File: config.mk
export PLATFORM = sky130hd
export DESIGN_NAME = load_store_unit
export DESIGN_NICKNAME = d
export VERILOG_FILES = /design/src/rtl/lsu_pkg.sv /design/src/rtl/lsu_align.sv /design/src/rtl/load_store_unit.sv
export SDC_FILE = /design/constraint.sdc
export NUM_CORES = 1
export LEC_CHECK = 0
export CORE_MARGIN = 2
export CORE_UTILIZATION = 40
export DETAILED_ROUTE_END_ITERATION = 8
export PLACE_DENSITY = 0.74
export RECOVER_POWER = 100
export SETUP_SLACK_MARGIN = 0.05
export SYNTH_ARGS = -nofsm -noshare
export SYNTH_HDL_FRONTEND = slang
export SYNTH_SLANG_ARGS = --single-unit
export TNS_END_PERCENT = 10
File: constraint.sdc
create_clock -name clk -period 4.87 [get_ports clk]
set_input_delay 0.974 -clock clk [delete_from_list [all_inputs] [get_ports clk]]
set_output_delay 0.974 -clock clk [all_outputs]
set_load 0.02 [all_outputs]
File: src/rtl/lsu_pkg.sv
// Shared definitions for the load/store unit: funct3 encodings, FSM states,
// exception codes and the legality check used at request capture.
package lsu_pkg;

  localparam logic [2:0] F3_B  = 3'b000;
  localparam logic [2:0] F3_H  = 3'b001;
  localparam logic [2:0] F3_W  = 3'b010;
  localparam logic [2:0] F3_D  = 3'b011;
  localparam logic [2:0] F3_BU = 3'b100;
  localparam logic [2:0] F3_HU = 3'b101;
  localparam logic [2:0] F3_WU = 3'b110;

  typedef enum logic [1:0] {
    ST_IDLE = 2'b00,
    ST_REQ  = 2'b01,
    ST_WAIT = 2'b10
  } lsu_state_e;

  localparam logic [1:0] EXC_NONE        = 2'b00;
  localparam logic [1:0] EXC_LD_MISALIGN = 2'b01;
  localparam logic [1:0] EXC_ST_MISALIGN = 2'b10;
  localparam logic [1:0] EXC_WIDTH       = 2'b11;

  // Width problems take priority over misalignment.
  function automatic logic [1:0] lsu_check(input logic we, input logic [2:0] funct3,
                                           input logic [2:0] addr_lo, input logic is64);
    logic unsupported;
    logic misaligned;
    unsupported = (funct3 == 3'b111) || (we && funct3[2]) ||
                  (!is64 && (funct3 == F3_D || funct3 == F3_WU));
    case (funct3[1:0])
      2'b01:   misaligned = addr_lo[0];
      2'b10:   misaligned = (addr_lo[1:0] != 2'b00);
      2'b11:   misaligned = (addr_lo != 3'b000);
      default: misaligned = 1'b0;
    endcase
    if (unsupported) return EXC_WIDTH;
    if (misaligned) return we ? EXC_ST_MISALIGN : EXC_LD_MISALIGN;
    return EXC_NONE;
  endfunction

endpackage

File: src/rtl/lsu_align.sv
// Combinational lane steering: store byte enables and data placement, and
// load data extraction with sign/zero extension.
module lsu_align
  import lsu_pkg::*;
#(
  parameter int XLEN = 32
) (
  input  logic [1:0]                  st_size_i,
  input  logic [$clog2(XLEN/8)-1:0]   st_off_i,
  input  logic [XLEN-1:0]             st_wdata_i,
  output logic [XLEN/8-1:0]           st_be_o,
  output logic [XLEN-1:0]             st_wdata_o,
  input  logic [2:0]                  ld_funct3_i,
  input  logic [$clog2(XLEN/8)-1:0]   ld_off_i,
  input  logic [XLEN-1:0]             ld_rdata_i,
  output logic [XLEN-1:0]             ld_data_o
);

  localparam int NB = XLEN / 8;

  logic [NB-1:0]   width_mask;
  logic [XLEN-1:0] lane_mask;
  logic [XLEN-1:0] ld_shifted;

  always_comb begin
    case (st_size_i)
      2'b00:   width_mask = NB'(1);
      2'b01:   width_mask = NB'(3);
      2'b10:   width_mask = NB'(15);
      default: width_mask = '1;
    endcase
  end

  for (genvar gi = 0; gi < NB; gi++) begin : g_lane
    assign lane_mask[8*gi +: 8] = {8{width_mask[gi]}};
  end

  assign st_be_o    = width_mask << st_off_i;
  assign st_wdata_o = (st_wdata_i & lane_mask) << {st_off_i, 3'b000};

  assign ld_shifted = ld_rdata_i >> {ld_off_i, 3'b000};

  always_comb begin
    case (ld_funct3_i)
      F3_B:    ld_data_o = XLEN'($signed(ld_shifted[7:0]));
      F3_H:    ld_data_o = XLEN'($signed(ld_shifted[15:0]));
      F3_W:    ld_data_o = XLEN'($signed(ld_shifted[31:0]));
      F3_BU:   ld_data_o = XLEN'(ld_shifted[7:0]);
      F3_HU:   ld_data_o = XLEN'(ld_shifted[15:0]);
      F3_WU:   ld_data_o = XLEN'(ld_shifted[31:0]);
      default: ld_data_o = ld_shifted;
    endcase
  end

endmodule

File: src/rtl/load_store_unit.sv
// M-stage load/store unit: captures one memory op, runs a req/gnt/rvalid
// handshake, and returns aligned load data or a registered exception pulse.
module load_store_unit
  import lsu_pkg::*;
#(
  parameter int XLEN   = 32,
  parameter int ADDR_W = 32
) (
  input  logic                clk,
  input  logic                reset,
  input  logic                req_valid,
  input  logic                req_we,
  input  logic [2:0]          req_funct3,
  input  logic [ADDR_W-1:0]   req_addr,
  input  logic [XLEN-1:0]     req_wdata,
  input  logic [4:0]          req_rd,
  input  logic                kill,
  output logic                stall,
  output logic                wb_valid,
  output logic [4:0]          wb_rd,
  output logic [XLEN-1:0]     wb_data,
  output logic                exc_valid,
  output logic [1:0]          exc_code,
  output logic                mem_req,
  input  logic                mem_gnt,
  output logic                mem_we,
  output logic [XLEN/8-1:0]   mem_be,
  output logic [ADDR_W-1:0]   mem_addr,
  output logic [XLEN-1:0]     mem_wdata,
  input  logic                mem_rvalid,
  input  logic [XLEN-1:0]     mem_rdata
);

  localparam int   NB    = XLEN / 8;
  localparam int   OFF_W = $clog2(NB);
  localparam logic IS64  = (XLEN == 64);

  lsu_state_e        state_q;
  logic              drop_q;
  logic              is_load_q;
  logic              mem_req_q;
  logic              mem_we_q;
  logic [NB-1:0]     mem_be_q;
  logic [ADDR_W-1:0] mem_addr_q;
  logic [XLEN-1:0]   mem_wdata_q;
  logic [2:0]        ld_funct3_q;
  logic [OFF_W-1:0]  ld_off_q;
  logic [4:0]        rd_q;
  logic              wb_valid_q;
  logic [4:0]        wb_rd_q;
  logic [XLEN-1:0]   wb_data_q;
  logic              exc_valid_q;
  logic [1:0]        exc_code_q;

  logic [1:0]        chk_code;
  logic              legal;
  logic              accept;
  logic [NB-1:0]     st_be;
  logic [XLEN-1:0]   st_wdata;
  logic [XLEN-1:0]   ld_data;

  assign chk_code = lsu_check(req_we, req_funct3, req_addr[2:0], IS64);
  assign legal    = (chk_code == EXC_NONE);
  assign accept   = (state_q == ST_IDLE) && req_valid && !kill && legal;

  // Upstream may advance in the same cycle the response lands.
  assign stall = (state_q == ST_IDLE) ? accept : !(state_q == ST_WAIT && mem_rvalid);

  lsu_align #(.XLEN(XLEN)) u_align (
    .st_size_i   (req_funct3[1:0]),
    .st_off_i    (req_addr[OFF_W-1:0]),
    .st_wdata_i  (req_wdata),
    .st_be_o     (st_be),
    .st_wdata_o  (st_wdata),
    .ld_funct3_i (ld_funct3_q),
    .ld_off_i    (ld_off_q),
    .ld_rdata_i  (mem_rdata),
    .ld_data_o   (ld_data)
  );

  always_ff @(posedge clk or posedge reset) begin
    if (reset) begin
      state_q     <= ST_IDLE;
      drop_q      <= 1'b0;
      is_load_q   <= 1'b0;
      mem_req_q   <= 1'b0;
      mem_we_q    <= 1'b0;
      mem_be_q    <= '0;
      mem_addr_q  <= '0;
      mem_wdata_q <= '0;
      ld_funct3_q <= '0;
      ld_off_q    <= '0;
      rd_q        <= '0;
      wb_valid_q  <= 1'b0;
      wb_rd_q     <= '0;
      wb_data_q   <= '0;
      exc_valid_q <= 1'b0;
      exc_code_q  <= '0;
    end else begin
      wb_valid_q  <= 1'b0;
      wb_rd_q     <= '0;
      wb_data_q   <= '0;
      exc_valid_q <= 1'b0;
      exc_code_q  <= '0;
      case (state_q)
        ST_IDLE: begin
          if (req_valid && !kill && !legal) begin
            exc_valid_q <= 1'b1;
            exc_code_q  <= chk_code;
          end
          if (accept) begin
            state_q     <= ST_REQ;
            drop_q      <= 1'b0;
            is_load_q   <= !req_we;
            mem_req_q   <= 1'b1;
            mem_we_q    <= req_we;
            mem_be_q    <= st_be;
            mem_addr_q  <= {req_addr[ADDR_W-1:OFF_W], OFF_W'(0)};
            mem_wdata_q <= req_we ? st_wdata : '0;
            ld_funct3_q <= req_funct3;
            ld_off_q    <= req_addr[OFF_W-1:0];
            rd_q        <= req_rd;
          end
        end
        ST_REQ: begin
          if (mem_gnt || kill) begin
            state_q     <= mem_gnt ? ST_WAIT : ST_IDLE;
            drop_q      <= kill;
            mem_req_q   <= 1'b0;
            mem_we_q    <= 1'b0;
            mem_be_q    <= '0;
            mem_addr_q  <= '0;
            mem_wdata_q <= '0;
          end
        end
        ST_WAIT: begin
          if (mem_rvalid) begin
            state_q <= ST_IDLE;
            drop_q  <= 1'b0;
            if (is_load_q && !drop_q && !kill) begin
              wb_valid_q <= 1'b1;
              wb_rd_q    <= rd_q;
              wb_data_q  <= ld_data;
            end
          end else if (kill) begin
            drop_q <= 1'b1;
          end
        end
        default: state_q <= ST_IDLE;
      endcase
    end
  end

  assign mem_req   = mem_req_q;
  assign mem_we    = mem_we_q;
  assign mem_be    = mem_be_q;
  assign mem_addr  = mem_addr_q;
  assign mem_wdata = mem_wdata_q;
  assign wb_valid  = wb_valid_q;
  assign wb_rd     = wb_rd_q;
  assign wb_data   = wb_data_q;
  assign exc_valid = exc_valid_q;
  assign exc_code  = exc_code_q;

endmodule

==> metrics, run 1 <==
final setup fails=0; Yosys top cell by area=dfrtp_1; synth warn=0; async set-reset flop share out of synthesis=1.00; register area share after synthesis=0.518; share of layout cells above drive strength 1=0.138; Total Routed Length=17100 um; Mapped Area=5940 um2; num rows=44; post-CTS setup buffers=0; setup TNS=0 ns; Final period util=0.818; cell area after layout=8850 um2; CTS root buffer=clkbuf_16; Clock Path Buffers=2; RSZ-0062 raised after global routing=false; drt first pass iters=5; post-synthesis adder-cell area fraction=0.00843; DIE AREA=15800 um2; Reg2Reg Setup Slack=2.03 ns; failing checks=capacitance limit, slew limit; largest net degree at the start of global routing=71; final slew viol count=71; Iter 0 DRT Violations=260; Post-synth top flop=dfrtp_1; Final #Nets=854; post-route ant nets=0; first-pass GRT wire length=27300 um; Worst EP required=3.90 ns; WL per Instance=18.3 um; XOR/XNOR Fraction of Synth Area=0; routability cong.=0.924; antenna violations before repair=0; dominant cells by area after synthesis=dfrtp_1, mux2_2, nor2b_1; Worst-path clk slew=0.06 ns; # Max-Cap Violations=1; status=finished, violations left; Initial Util=0.409; I/O Buffers=220; FF+latch count, synth=123; H-tree Lvls=4; number of flops mapped to enable cells by yosys=0; Final Skew=0.00790 ns; area grow syn2layout=49.0%; worst hold path type=reg2reg; post-synthesis compound-gate area fraction=0.134; Die X=126 um; mean cell area of the mapped netlist=11.2 um2; Ports=223; total track usage=0.220; Vias=4904; crit-path max FO=49; number of global-route vias before repair=5100; CTS tree=done; DR vias/cell=5.24; Unique masters post-synth=43; highest clock rate=251 MHz; Final Hold Vio Count=0; pwr/cell area=516 nW/um2; CP Class=in2out; ant diodes=0; Worst Tran Pin Value=2.61 ns; CTS Buf Count=17; post-CTS sizing=0; CORE AREA=14500 um2; height of the chip=126 um; Simple-Gate Fraction of Synth Area=0.125; Worst Setup End Kind=output port; largest family of logic cells by synthesized area=multiplexers; Post-Synthesis Cells=531; DP Wirelength=12600 um; total leakage power=4.10 nW; # fillers=1181; DRC Markers=0; hold buffer count at CTS=0; Clock Sinks=123; area share of the largest cell type after synthesis=0.518; mux cell area share after synthesis=0.169; Tmin final=3.98 ns; Critical Path Source Type=input port; worst skew pair latency=0.42 ns; Crit path arrival time=3.01 ns; placed cell areas=8240 um2; max_slew headroom=-0.745; Max VDD drop=0.287 mV; total gr overflow=0
## sequential cells by signal, indices dropped and copies added (netlist names)
signal,flops
is_load_q,1
exc_code,2
mem_we,1
wb_rd,5
ld_funct3_q,3
state_q,2
ld_off_q,2
exc_valid,1
mem_be,4
rd_q,5
mem_req,1
drop_q,1
mem_addr,30
mem_wdata,32
wb_data,32
wb_valid,1
## worst paths after layout
kind	from	endpoint	cells past startpoint
min	mem_req	mem_req	1
min in group asynchronous	reset	wb_data[5]	2
max	req_addr[0]	stall	5
max in group asynchronous	reset	ld_funct3_q[0]	3
min reg2reg	mem_req	mem_req	1
max reg2reg	state_q[0]	mem_wdata[15]	7
## area by class of cell
class	instances	area, um2	area share
clock buffers	22	474	0.0536
clock inverters	10	164	0.0185
inverters	16	60.1	0.00679
flip-flops and latches	123	3080	0.348
multi-input cells	354	2590	0.292
repair buffers	227	2250	0.255
well taps	184	230	0.0260
## power by group
part	internal [mW]	leakage, nW	switching, mW
registers	1.33	1.61	0.189
clock network	0.897	0.299	0.454
logic	0.814	2.19	0.887
## critical path: stages
cell	delay (ns)
buf_2	0.62
a221oi_1	0.26
o2111ai_1	0.35
o21ai_0	0.13
dlygate4sd3_1	0.66
## Yosys cell counts, drive strengths merged (8+ instances only)
cell,number
clkbuf,20
nand3,9
inv,16
and2,9
nor2,26
mux2i,26
o21ai,20
nand2,15
dfrtp,123
nor2b,56
a22oi,8
a21o,10
a211oi,33
a21oi,38
buf,19
mux2,66
## routing by layer
layer,share of wire,vias to the layer above,routed length (um),GRT usage
met4,0.031,0,536,0.0931
met1,0.41,2399,6950,0.269
met3,0.061,34,1040,0.0633
met2,0.50,183,8610,0.366
met5,0,-,0,0
li1,-,2288,-,-
## kinds of logic (layout without fill, tap and decap cells)
group           Yosys count  in the layout
simple gates            134            134
flops                   123            123
compound gates          122            122
mux                      92             92
buf+inv                  55            275
fa+ha+maj                 4              4
other cells               1              2
## metrics by stage
stage	util	total power [mW]	std cells	hold WS, ns	worst slack, ns
CTS	0.611	4.72	936	0.491	0.982
floorplan	-	2.54	532	0.443	0.625
global placement	0.567	3.29	904	0.470	1.00
detailed placement	0.567	3.34	904	0.465	0.983
global route	0.609	4.79	936	0.494	0.474
finish	0.609	4.57	936	0.480	0.887
## placed cells by master (no fill, tap or decap), types with 5 or more instances in the layout
cell,instances
mux2_2,63
dfrtp_1,123
nand3_1,9
a211oi_1,33
o21ai_0,19
nor2b_1,56
a21oi_1,38
and2_0,6
a22oi_1,8
nor2_1,26
a21o_1,10
clkdlybuf4s50_1,107
and3_1,5
nand2_1,15
clkbuf_16,17
inv_1,16
mux2i_1,26
dlygate4sd3_1,112
No activity file was read; power rests on OpenSTA's default activity.
==> run 2, diff against run 1 <==
Clock period 4.87 ns to 4.2 ns, I/O delays scaled along.
==> metrics, run 2 (same netlist as run 1, synthesis figures left out) <==
cell count after placement=906 (+0.22%); CTS root buffer=clkbuf_16; post-route ant nets=0 (unchanged); Final #Nets=856 (+0.23%); post-CTS setup buffers=0 (unchanged); Finished Layout Cells=938 (+0.21%); status=finished, violations left; Sw Ratio=0.334 (-0.000610); Clock Path Buffers=2 (unchanged); crit-path max cell delay=0.69 ns (+0.03 ns); largest net degree at the start of global routing=88 (+24%); Final period util=0.894; commonest cells after routing, fill and taps aside=dfrtp_1, dlygate4sd3_1, clkdlybuf4s50_1, mux2_2, nor2b_1; DP Wirelength=12300 um (-2.5%); highest clock rate=266 MHz; Final WS setup=0.447 ns (-0.440 ns); Seq pwr share=0.331 (about the same); routability cong.=0.897 (-3.0%); switching power=1.77 mW (+16%); Max VDD drop=0.327 mV (+14%); Worst-path clk slew=0.05 ns (about the same); Hold Crit Start=mem_addr[18]; total leakage power=4.10 nW (+0.17%); Worst EP required=3.36 ns (-0.54 ns); Reg-to-Reg End=mem_wdata[20]; Clock Sinks=123 (unchanged); Logic pwr share=0.373 (about the same); Ports=223 (unchanged); Die X=126 um (unchanged); Final Hold Vio Count=0 (unchanged); footprint of the multi-input gates=2600 um2 (+0.48%); post-CTS sizing=0 (unchanged); Hold EP=mem_addr[18]; Cell Chain, Critical Path=dlygate4sd3_1 -> nor4_1 -> o2111ai_2 -> o21ai_0 -> dlygate4sd3_1; total track usage=0.216 (-0.00414); Vias=4838 (-1.3%); leading cell type in the layout, fill and taps excluded=dfrtp_1; Final Skew=0.00697 ns (-0.000930 ns); RSZ-0062 raised after global routing=false; Slowest cell on crit path=dlygate4sd3_1; DR vias/cell=5.16 (-1.6%); worst hold slack=0.486 ns (+0.00609 ns); Overall Power=5.29 mW (+16%); DIE AREA=15800 um2 (unchanged); max_slew headroom=-0.182 (+0.563); I/O Buffers=220 (unchanged); failing checks=capacitance limit, slew limit; crit-path max FO=7 (-86%); Reg2Reg Setup Slack=1.10 ns (-0.93 ns); DRC Markers=0 (unchanged); Worst Tran Pin Value=1.77 ns (-0.842 ns); CTS Buf Count=17 (unchanged); power share of the clock group=0.296 (about the same); Register Area=3080 um2 (unchanged); H-tree Lvls=4 (unchanged); total gr overflow=0 (unchanged); first-pass GRT wire length=26600 um (-2.5%); worst skew pair latency=0.41 ns (about the same); Iter 0 DRT Violations=208 (-20%); P_int=3.52 mW (+16%); Worst Setup End Kind=output port; final setup fails=0 (unchanged); Initial Util=0.409 (unchanged); Tmin final=3.75 ns; ant diodes=0 (unchanged); worst hold path type=reg2reg; most used cell, CP=dlygate4sd3_1; num rows=44 (unchanged); CORE AREA=14500 um2 (unchanged); share of layout cells above drive strength 1=0.141 (+0.00229); hold buffer count at CTS=0 (unchanged); Reg2Reg Depth=7 (unchanged); # Max-Cap Violations=1 (unchanged); setup TNS=0 ns (unchanged); final slew viol count=88 (+24%); antenna violations before repair=0 (unchanged); Reg2Reg Launch Point=state_q[1]; hold path cells=1 (unchanged); Setup WS pre-CTS=0.625 ns (-0.358 ns); Crit path arrival time=2.91 ns (-0.10 ns); number of global-route vias before repair=5007 (-1.8%); CP Class=in2out; # fillers=1183 (+0.17%); drt first pass iters=4 (-1); Total Routed Length=16800 um (-2.1%); height of the chip=126 um (unchanged); WL per Instance=17.9 um (-2.3%); Critical Path Source Type=input port; area grow syn2layout=49.2%; pwr/cell area=597 nW/um2 (+16%); CTS tree=done
run 2: worst max path at each step:
stage                  startpoint            end  cells after the start
floorplan                   reset         drop_q                      1
global placement    req_funct3[0]          stall                      5
detailed placement  req_funct3[0]          stall                      5
CTS                 req_funct3[0]          stall                      5
global route        req_funct3[0]  mem_wdata[20]                      7
finish              req_funct3[0]          stall                      5
run 2: power groups by stage:
| stage | logic, mW | clock network, mW | registers (mW) |
|---|---|---|---|
| 3_5_place_dp | 2.09 | 0 | 1.78 |
| 5_1_grt | 2.11 | 1.64 | 1.80 |
| 4_1_cts | 2.10 | 1.59 | 1.77 |
| 2_1_floorplan | 0.862 | 0 | 2.08 |
| 6_report | 1.97 | 1.57 | 1.75 |
| 3_3_place_gp | 2.05 | 0 | 1.76 |
run 2: final cells by class:
cell class,instances,area share
flip-flops and latches,123,0.347
multi-input cells,354,0.294
repair buffers,229,0.254
clock buffers,21,0.0531
well taps,184,0.0260
clock inverters,11,0.0188
inverters,16,0.00678
run 2: worst max-delay path, delay by kind of cell:
| kind | cells | cell delay (ns) |
|---|---|---|
| simple gates | 1 | 0.46 |
| buf+inv | 2 | 1.32 |
| compound gates | 2 | 0.29 |
run 2: routing by layer:
layer / vias to the layer above / wire length [um] / global-route usage
li1: 2292 / - / -
met1: 2337 / 6730 / 0.258
met2: 175 / 8510 / 0.355
met3: 34 / 1030 / 0.0765
met4: 0 / 510 / 0.0911
met5: - / 0 / 0
run 2: through the flow:
| step | utilization | area, um2 |
|---|---|---|
| 2_1_floorplan | - | 5940 |
| 3_3_place_gp | 0.568 | 8250 |
| 3_5_place_dp | 0.568 | 8250 |
| 5_1_grt | 0.610 | 8860 |
| 4_1_cts | 0.612 | 8890 |
| 6_report | 0.610 | 8860 |
==> run 3, diff against run 2 <==
Settings changed: CORE_UTILIZATION 40 to 45, PLACE_DENSITY 0.74 to 0.81.
==> metrics, run 3 (same netlist as run 1, synthesis figures left out) <==
CTS tree=done; drt first pass iters=4 (unchanged); post-route ant nets=0 (unchanged); Overall Power=5.05 mW (-4.5%); RSZ-0062 raised after global routing=false; max_slew headroom=-0.434 (-0.252); commonest cells after routing, fill and taps aside=dfrtp_1, dlygate4sd3_1, clkdlybuf4s50_1, mux2_2, nor2b_1; Tmin final=3.80 ns (+0.0422 ns); Slowest cell on crit path=dlygate4sd3_1; crit-path max FO=7 (unchanged); Worst Setup End Kind=output port; CP Class=in2out; Setup crit start=req_funct3[0]; most used cell, CP=dlygate4sd3_1; Vias=4835 (-0.062%); antenna violations before repair=0 (unchanged); DIE AREA=14100 um2 (-11%); routability cong.=0.908 (+1.3%); worst hold path type=reg2reg; crit-path max cell delay=0.70 ns (about the same); max layer used=met4; CORE AREA=12800 um2 (-12%); Final Util=0.686 (+0.0763); Crit path arrival time=2.96 ns (+0.05 ns); final slew viol count=51 (-42%); leading cell type in the layout, fill and taps excluded=dfrtp_1; H-tree Lvls=4 (unchanged); Critical Path Source Type=input port; post-CTS setup buffers=0 (unchanged); placed cell areas=8260 um2 (about the same); wire length on met2=8080 um (-5.0%); total leakage power=4.07 nW (-0.85%); area grow syn2layout=47.5%; Iter 0 DRT Violations=257 (+24%); Worst-path clk slew=0.05 ns (about the same); largest net degree at the start of global routing=51 (-42%); Max VDD drop=0.267 mV (-18%); ant diodes=0 (unchanged); total gr overflow=0 (unchanged); status=finished, violations left; Final Hold Vio Count=0 (unchanged); first-pass GRT wire length=26300 um (-1.0%); failing checks=capacitance limit, slew limit; Final #Nets=858 (+0.23%); Final Skew=0.00612 ns (-0.000853 ns); Ports=223 (unchanged); Total Routed Length=16300 um (-2.8%); final setup fails=0 (unchanged); hold buffer count at CTS=0 (unchanged); Worst Tran Pin Value=2.14 ns (+0.367 ns); WL per Instance=17.6 um (-1.6%); num rows=41 (-6.8%); share of layout cells above drive strength 1=0.144 (+0.00379); setup TNS=0 ns (unchanged); total track usage=0.238 (+0.0225); # fillers=943 (-20%); metal3 WL=1040 um (+1.2%); CTS root buffer=clkbuf_16; Clock Path Buffers=2 (unchanged); height of the chip=119 um (-5.5%); post-CTS sizing=0 (unchanged); DRC Markers=0 (unchanged); worst hold slack=0.488 ns (+0.00198 ns); number of global-route vias before repair=5036 (+0.58%); Cell Chain, Critical Path=dlygate4sd3_1 -> a221oi_1 -> o2111ai_2 -> o21ai_0 -> dlygate4sd3_1; Final period util=0.904 (+0.0100); Die X=119 um (-5.5%); cell area after layout=8760 um2 (-1.1%); Worst EP required=3.36 ns (about the same); I/O Buffers=220 (unchanged); CTS Buf Count=17 (unchanged); Reg2Reg Launch Point=state_q[0]; Hold Crit Start=mem_req; Clock Sinks=123 (unchanged); highest clock rate=263 MHz (-1.1%); Initial Util=0.465 (+0.0563); pwr/cell area=576 nW/um2 (-3.4%); # Max-Cap Violations=1 (unchanged); DP Wirelength=12200 um (-0.72%); worst skew pair latency=0.40 ns (about the same); wl on met1=6680 um (-0.74%); DR vias/cell=5.22 (+1.1%)
-- run 3: final timing paths --
check                                     end  slack, ns  depth (start not counted)
worst max-delay path                    stall       0.40                          5
max in group asynchronous         mem_addr[9]       0.83                          3
worst max register to register  mem_wdata[14]       1.16                          7
worst min-delay path                  mem_req       0.49                          1
min in group asynchronous          wb_data[3]       1.45                          2
worst min register to register        mem_req       0.49                          1
-- run 3: metal layers --
layer,up-vias,GRT usage
li1,2293,-
met1,2323,0.294
met2,185,0.392
met3,34,0.0685
met4,0,0.102
met5,-,0
-- run 3: layout make-up --
cell class / count / area, um2 / area share
clock buffer: 18 / 429 / 0.0490
clock inverter: 13 / 105 / 0.0120
tap: 172 / 215 / 0.0246
multi-input combinational: 354 / 2600 / 0.297
timing repair buffer: 231 / 2270 / 0.259
sequential: 123 / 3080 / 0.351
inverter: 16 / 61.3 / 0.00700
-- run 3: report_power, final --
part           internal, mW  leakage [nW]  switching, mW
Combinational         0.946          2.20           1.02
Clock                 0.801         0.261          0.516
Sequential             1.54          1.61          0.228
-- run 3: worst max-delay path, delay by kind of cell --
kind | cells | cell delay [ns]
AO/OA/AOI/OAI | 3 | 0.75
buffers and inverters | 2 | 1.36
-- run 3: through the flow --
step                      worst slack, ns  cells
after floorplan                    0.0891    532
after global placement              0.658    896
after detailed placement            0.564    896
after CTS                           0.555    927
after global routing                0.233    927
final                               0.405    927
